<file path="config.mk">
export PLATFORM = sky130hd
export DESIGN_NAME = qerv_bufreg_w
export DESIGN_NICKNAME = d
export VERILOG_FILES = /design/src/rtl/qerv_bufreg_w.sv
export SDC_FILE = /design/constraint.sdc
export NUM_CORES = 1
export LEC_CHECK = 0
export BUFFER_PORTS_ARGS = -buffer_cell sky130_fd_sc_hd__buf_2
export CORE_ASPECT_RATIO = 1.2
export CORE_MARGIN = 2
export CORE_UTILIZATION = 52
export CTS_CLUSTER_SIZE = 10
export DETAILED_ROUTE_END_ITERATION = 8
export GPL_ROUTABILITY_DRIVEN = 0
export GPL_TIMING_DRIVEN = 0
export PLACE_DENSITY_LB_ADDON = 0.08
export SKIP_LAST_GASP = 1
export SLEW_MARGIN = 20
export SYNTH_ARGS = -nofsm -noshare
export SYNTH_HDL_FRONTEND = slang
export SYNTH_SLANG_ARGS = --single-unit
</file>
<file path="constraint.sdc">
create_clock -name i_clk -period 5.5 [get_ports i_clk]
set_input_delay 0.825 -clock i_clk [delete_from_list [all_inputs] [get_ports i_clk]]
set_output_delay 0.825 -clock i_clk [all_outputs]
set_load 0.05 [all_outputs]
</file>
<file path="src/rtl/qerv_bufreg_w.sv">
// rtl/qerv_bufreg_w.sv - W-bit-per-beat serial buffer register for address/shift staging
// Accumulates rs1+imm serially, captures address LSBs, and shifts data by a sub-slice amount.
module qerv_bufreg_w #(
  parameter int W   = 4,
  parameter int MDU = 0,
  parameter int LB  = (W > 1) ? $clog2(W) : 1
) (
  input  logic          i_clk,
  input  logic          i_rst,
  input  logic          i_en,
  input  logic          i_init,
  input  logic          i_rs1_en,
  input  logic          i_imm_en,
  input  logic          i_clr_lsb,
  input  logic          i_shift_op,
  input  logic          i_right_shift_op,
  input  logic          i_sh_signed,
  input  logic [LB-1:0] i_shamt_lsb,
  input  logic [1:0]    i_size,
  input  logic          i_mdu_op,
  input  logic [W-1:0]  i_rs1,
  input  logic [W-1:0]  i_imm,
  output logic [W-1:0]  o_q,
  output logic          o_last,
  output logic [1:0]    o_lsb,
  output logic          o_misalign,
  output logic [31:0]   o_dbus_adr,
  output logic [31:0]   o_ext_rs1
);

  localparam int NB = 32 / W;
  localparam int CW = (NB > 1) ? $clog2(NB) : 1;

  logic [CW-1:0]  r_cnt;
  logic           r_c;
  logic [31:0]    r_data;
  logic [1:0]     r_lsb;
  logic [W-1:0]   r_spill;

  logic           w_beat0;
  logic [W-1:0]   w_imm;
  logic [W-1:0]   w_rs1_g;
  logic [W-1:0]   w_imm_g;
  logic [W:0]     w_sum;
  logic [W-1:0]   w_q;
  logic           w_c;
  logic [W-1:0]   w_fill;
  logic [LB-1:0]  w_amt;
  logic [2*W-1:0] w_shift;

  assign w_beat0 = (r_cnt == '0);

  always_comb begin
    w_imm = i_imm;
    if (w_beat0 && i_clr_lsb) w_imm[0] = 1'b0;
  end

  assign w_rs1_g = i_rs1_en ? i_rs1 : '0;
  assign w_imm_g = i_imm_en ? w_imm : '0;
  assign w_sum   = {1'b0, w_rs1_g} + {1'b0, w_imm_g} + {{W{1'b0}}, r_c};
  assign w_q     = w_sum[W-1:0];
  assign w_c     = w_sum[W];

  assign w_fill = i_init ? w_q : (i_sh_signed ? {W{r_data[31]}} : '0);

  // W is a power of two, so negating modulo 2^LB yields (W - shamt) mod W
  always_comb begin
    w_amt = '0;
    if (W > 1 && i_shift_op)
      w_amt = i_right_shift_op ? ('0 - i_shamt_lsb) : i_shamt_lsb;
  end

  assign w_shift = {{W{1'b0}}, r_data[W-1:0]} << w_amt;

  assign o_q        = i_en ? (w_shift[W-1:0] | (w_beat0 ? '0 : r_spill)) : '0;
  assign o_last     = i_en & (r_cnt == CW'(NB - 1));
  assign o_lsb      = ((MDU != 0) && i_mdu_op) ? 2'b00 : r_lsb;
  assign o_misalign = ((i_size == 2'b01) & r_lsb[0]) | ((i_size == 2'b10) & (r_lsb != 2'b00));
  assign o_dbus_adr = {r_data[31:2], 2'b00};
  assign o_ext_rs1  = {r_data[31:2], r_lsb};

  always_ff @(posedge i_clk or posedge i_rst) begin
    if (i_rst) begin
      r_cnt   <= '0;
      r_c     <= 1'b0;
      r_data  <= '0;
      r_spill <= '0;
    end else begin
      r_c <= w_c & i_en;
      if (i_en) begin
        r_cnt   <= r_cnt + CW'(1);
        r_data  <= {w_fill, r_data[31:W]};
        r_spill <= w_shift[2*W-1:W];
      end
    end
  end

  // A one-bit datapath only sees one address bit per beat, so the two LSBs arrive on beats 0 and 1
  if (W == 1) begin : g_lsb_serial
    always_ff @(posedge i_clk or posedge i_rst) begin
      if (i_rst) begin
        r_lsb <= 2'b00;
      end else if (i_en) begin
        if (r_cnt == CW'(0)) r_lsb[0] <= w_q[0];
        if (r_cnt == CW'(1)) r_lsb[1] <= w_q[0];
      end
    end
  end else begin : g_lsb_wide
    always_ff @(posedge i_clk or posedge i_rst) begin
      if (i_rst) begin
        r_lsb <= 2'b00;
      end else if (i_en && w_beat0) begin
        r_lsb <= w_q[1:0];
      end
    end
  end

endmodule

</file>
Word-level counts from Yosys, hierarchy flattened
Cells that the tools add are included.

cells by class
  $add $sub $neg = 4
  equal/unequal tests = 4
  shifts and indexed selects = 1
  multiplexer cells = 9
  bitwise operators = 6
  reduce and logical (&&, ||, !) cells = 5

operators with widths
  kind                                             count
  2-to-1 mux 4 bit                                 6
  left shift 4 x 2 -> 8 bit                        1
  adder 4 x 4 -> 5 bit                             1
  adder 5 x 1 -> 5 bit                             1
  AND 1 bit                                        4
  2-to-1 mux 2 bit                                 2
  OR 4 bit                                         1
  adder 3 x 1 -> 3 bit, second input constant      1
  == test 3 bit, second input constant             1
  zero test 3 bit                                  1
  == test 2 x 1 -> 1 bit, second input constant    1
  == test 2 bit, second input constant             1
  logical AND 1 bit                                2
  inequality test 2 bit, second input constant     1
  AND reduction 2 bit                              1
  nonzero test 2 bit                               1
  subtractor 1 x 2 -> 2 bit, first input constant  1
  2-to-1 mux 1 bit                                 1
  OR 1 bit                                         1

storage, ports and cells
  bits in registers = 42
  bits of input ports = 23
  word-level logic and storage cells = 35

Logic depth before layout (Yosys ltp)
  depth in word-level cells = 7
  depth in mapped cells = 9
  gate-level depth less buffers = 9

Least setup slack after synthesis
Ideal clock, no wire load.

  kind = input port to output port
  start = input i_shamt_lsb[0]
  end = output o_q[3]
  arrival time = 2,071 ps
  data required time = 4,675 ps
  slack = 2,604 ps
  cell stages on the path = 4
  buffers on the path = 1
  cell sequence = buf_6 a21boi_0 o221ai_1 a21oi_1

between the ends
  longest elaborated chain between the ends = 6

ends and longest elaborated chain
  element                      RTL line  source
  from (decl)                  18        input logic [LB-1:0] i_shamt_lsb,
  subtractor 1 x 2 -> 2 bit    70        w_amt = i_right_shift_op ? ('0 - i_shamt_lsb) : i_shamt_lsb;
  2-to-1 mux 2 bit *           70
  2-to-1 mux 2 bit *           69        if (W > 1 && i_shift_op)
  left shift 4 x 2 -> 8 bit *  73        assign w_shift = {{W{1'b0}}, r_data[W-1:0]} << w_amt;
  OR 4 bit *                   75        assign o_q = i_en ? (w_shift[W-1:0] | (w_beat0 ? '0 : r_spill)) : '0;
  2-to-1 mux 4 bit *           75
  to (decl)                    23        output logic [W-1:0] o_q,

Every way passes the cells marked *; elsewhere a longest branch is shown, timed or not.

Final worst setup path
Ends and elaborated chain as after synthesis.

==> out/summary.txt <==
Die Span Y -> 80.2 um
fmax -> 364 MHz
setup TNS -> 0 ns
post-CTS resize count -> 0
Nets -> 365
CTS max path bufs -> 2
Slew Viols, Final -> 0
Routed WL -> 4600 um
CP Launch Type -> primary input
Row Count -> 27
gr ovfl total -> 0
global-route usage over all layers -> 18.2%
DRC viols -> 0
core footprint -> 4630 um^2
Starting Density -> 54.4%
largest net degree at the start of global routing -> 25
HPWL after detailed placement -> 3620 um
Die X-Extent -> 67.5 um
Synth area leader -> dfrtp_1
Setup Crit Path Kind -> primary input to primary output
simple-gate area share of the yosys netlist -> 9.14%
Power Density -> 540 nW/um^2
post-CTS setup buffer count -> 0
RSZ-0062 raised after global routing -> no
Clock Tree Root -> clkbuf_8
register area share after synthesis -> 40.7%
Via density -> 4.81
fillers -> 374
Synth Cell Area -> 2520 um^2
Worst-path clk slew -> 0.07 ns
maximum VDD drop -> 0.257 mV
syn_area_per_cell -> 10.7 um^2
post-synthesis register bit count -> 41
worst skew pair latency -> 0.29 ns
Synth Area in XOR/XNOR -> 0.695%
ys async rst share -> 100%
first-pass GRT wire length -> 7540 um
Place WS -> 2.78 ns
First-pass DRT Iterations -> 4
Hold Path Class -> register to register
fraction of layout cells with a size suffix above 1 -> 62.0%
Max H-tree Level -> 2
post-synthesis cell count -> 235
DRT antenna net count -> 0
synth cell count leaders -> buf_4 (65), dfrtp_1 (41), mux2_2 (31)
top post-synthesis cells by area -> dfrtp_1 (41%), buf_4 (19%), mux2_2 (14%)
CTS Hold Bufs -> 0
WP data required -> 4.68 ns
vias in the first global route -> 1,678
Total Die Area -> 5420 um^2
initial antenna violation count -> 0
hold slack -> 0.497 ns
endpoint class of the critical path -> primary output
Leak -> 0.00171 uW
final setup vio count -> 0
vias after detailed routing -> 1,884
Synth cell types -> 39
CP max FO -> 10
clock buffer count from CTS -> 5
initial drt markers -> 82
fin crit period -> 2.74 ns
TritonCTS Sinks -> 41
WP data arrival -> 1.92 ns
top cell type's share of synthesized area -> 40.7%
Final Skew -> 0.00490 ns
I/O Buffers -> 90
Post-synth top flop -> dfrtp_1
Post-synth EDFFs -> 0
Top Ports -> 95
period utilization -> 49.9%
status -> finished, final reports clean
worst setup margin -> 2.76 ns
most instantiated library cell after synthesis -> buf_4
Synth warnings -> 0
DR WL/cell -> 11.7 um
max_cap viols -> 0
post-synthesis compound-gate area fraction -> 9.14%
CTS tree -> yes
Final Hold Viols -> 0
Synth Area in Adders -> 4.57%
Antenna Diode Count -> 0
largest family of logic cells by synthesized area -> buffers and inverters
mux contribution to synthesized area -> 13.9%
P&R area growth vs syn -> 25.6%
[final timing paths]
kind                                        startpoint                     end  slack [ns]  cells after the start
worst min-delay path            r_spill[2]$_DFFE_PP0P_  r_spill[2]$_DFFE_PP0P_        0.50                      1
worst min register to register  r_spill[2]$_DFFE_PP0P_  r_spill[2]$_DFFE_PP0P_        0.50                      1
worst max-delay path                    i_shamt_lsb[0]                  o_q[3]        2.76                      6
worst max register to register    r_cnt[0]$_DFFE_PP0P_  r_data[30]$_DFFE_PP0P_        3.19                      9
min in group asynchronous                        i_rst  r_spill[0]$_DFFE_PP0P_        0.53                      2
max in group asynchronous                        i_rst  r_data[27]$_DFFE_PP0P_        4.52                      3
[per-stage QoR]
step                      utilization (%)  power (uW)  cells  area (um^2)
final                                68.3        1710    392         3160
after global routing                 68.3        1800    392         3160
after CTS                            68.3        1720    392         3160
after detailed placement             66.4        1530    385         3070
after global placement               65.8        1510    384         3050
after floorplan                         -        1330    236         2520
[area by class of cell]
type | count | area (um^2) | share of cell area [%]
buffer | 72 | 528 | 16.7
clock buffer | 6 | 82.6 | 2.61
clock inverter | 1 | 7.51 | 0.237
inverter | 5 | 18.8 | 0.593
multi-input combinational | 118 | 950 | 30.0
sequential | 41 | 1030 | 32.4
tap | 58 | 72.6 | 2.29
timing repair buffer | 91 | 478 | 15.1
[cells in the final DEF (no fill, tap or decap), types with 2 or more instances in the layout]
cell type | netlist | final
buf_2 | 5 | 95
nand2b_1 | 2 | 2
a21oi_1 | 13 | 13
inv_1 | 5 | 4
fa_1 | 2 | 2
o221ai_1 | 7 | 7
nor2b_1 | 2 | 2
conb_1 | 1 | 2
ha_1 | 6 | 6
and2_1 | 8 | 8
dfrtp_1 | 41 | 41
nor2_1 | 5 | 5
xor2_1 | 2 | 2
mux2_2 | 31 | 31
buf_4 | 65 | 65
and3_1 | 3 | 3
clkbuf_8 | 0 | 6
o21ai_0 | 4 | 4
nand2_1 | 11 | 11
a21boi_1 | 2 | 2
[where the power goes]
part | internal [uW] | switching [uW] | leakage (uW)
Clock | 99.1 | 98.7 | 0.0000433
Sequential | 389 | 90.5 | 0.000508
Combinational | 354 | 676 | 0.00116
[sequential cells by signal, indices dropped and copies added, names as in the netlist]
signal	count
o_lsb	2
r_data	32
r_c	1
r_spill	3
r_cnt	3
[per-layer routing]
| metal | track usage, % | vias to the layer above | routed length [um] |
|---|---|---|---|
| li1 | - | 934 | - |
| met1 | 21.5 | 884 | 1860 |
| met2 | 32.4 | 62 | 2430 |
| met3 | 2.94 | 4 | 251 |
| met4 | 7.14 | 0 | 57 |
| met5 | 0 | - | 0 |
[cell families (layout without fill, tap and decap cells)]
family	Yosys count	after routing
XOR/XNOR	2	2
multiplexers	31	31
other	1	2
buffers and inverters	77	175
AO/OA/AOI/OAI	35	35
flip-flops	41	41
AND/OR/NAND/NOR	40	40
adder cells (fa/ha/maj)	8	8
[worst max-delay path, cell delays in order]
cell      delay [ns]
buf_2           0.12
buf_6           0.14
a21boi_0        0.24
o221ai_1        0.15
a21oi_1         0.16
buf_2           0.28
No activity file was read; power rests on OpenSTA's default activity.
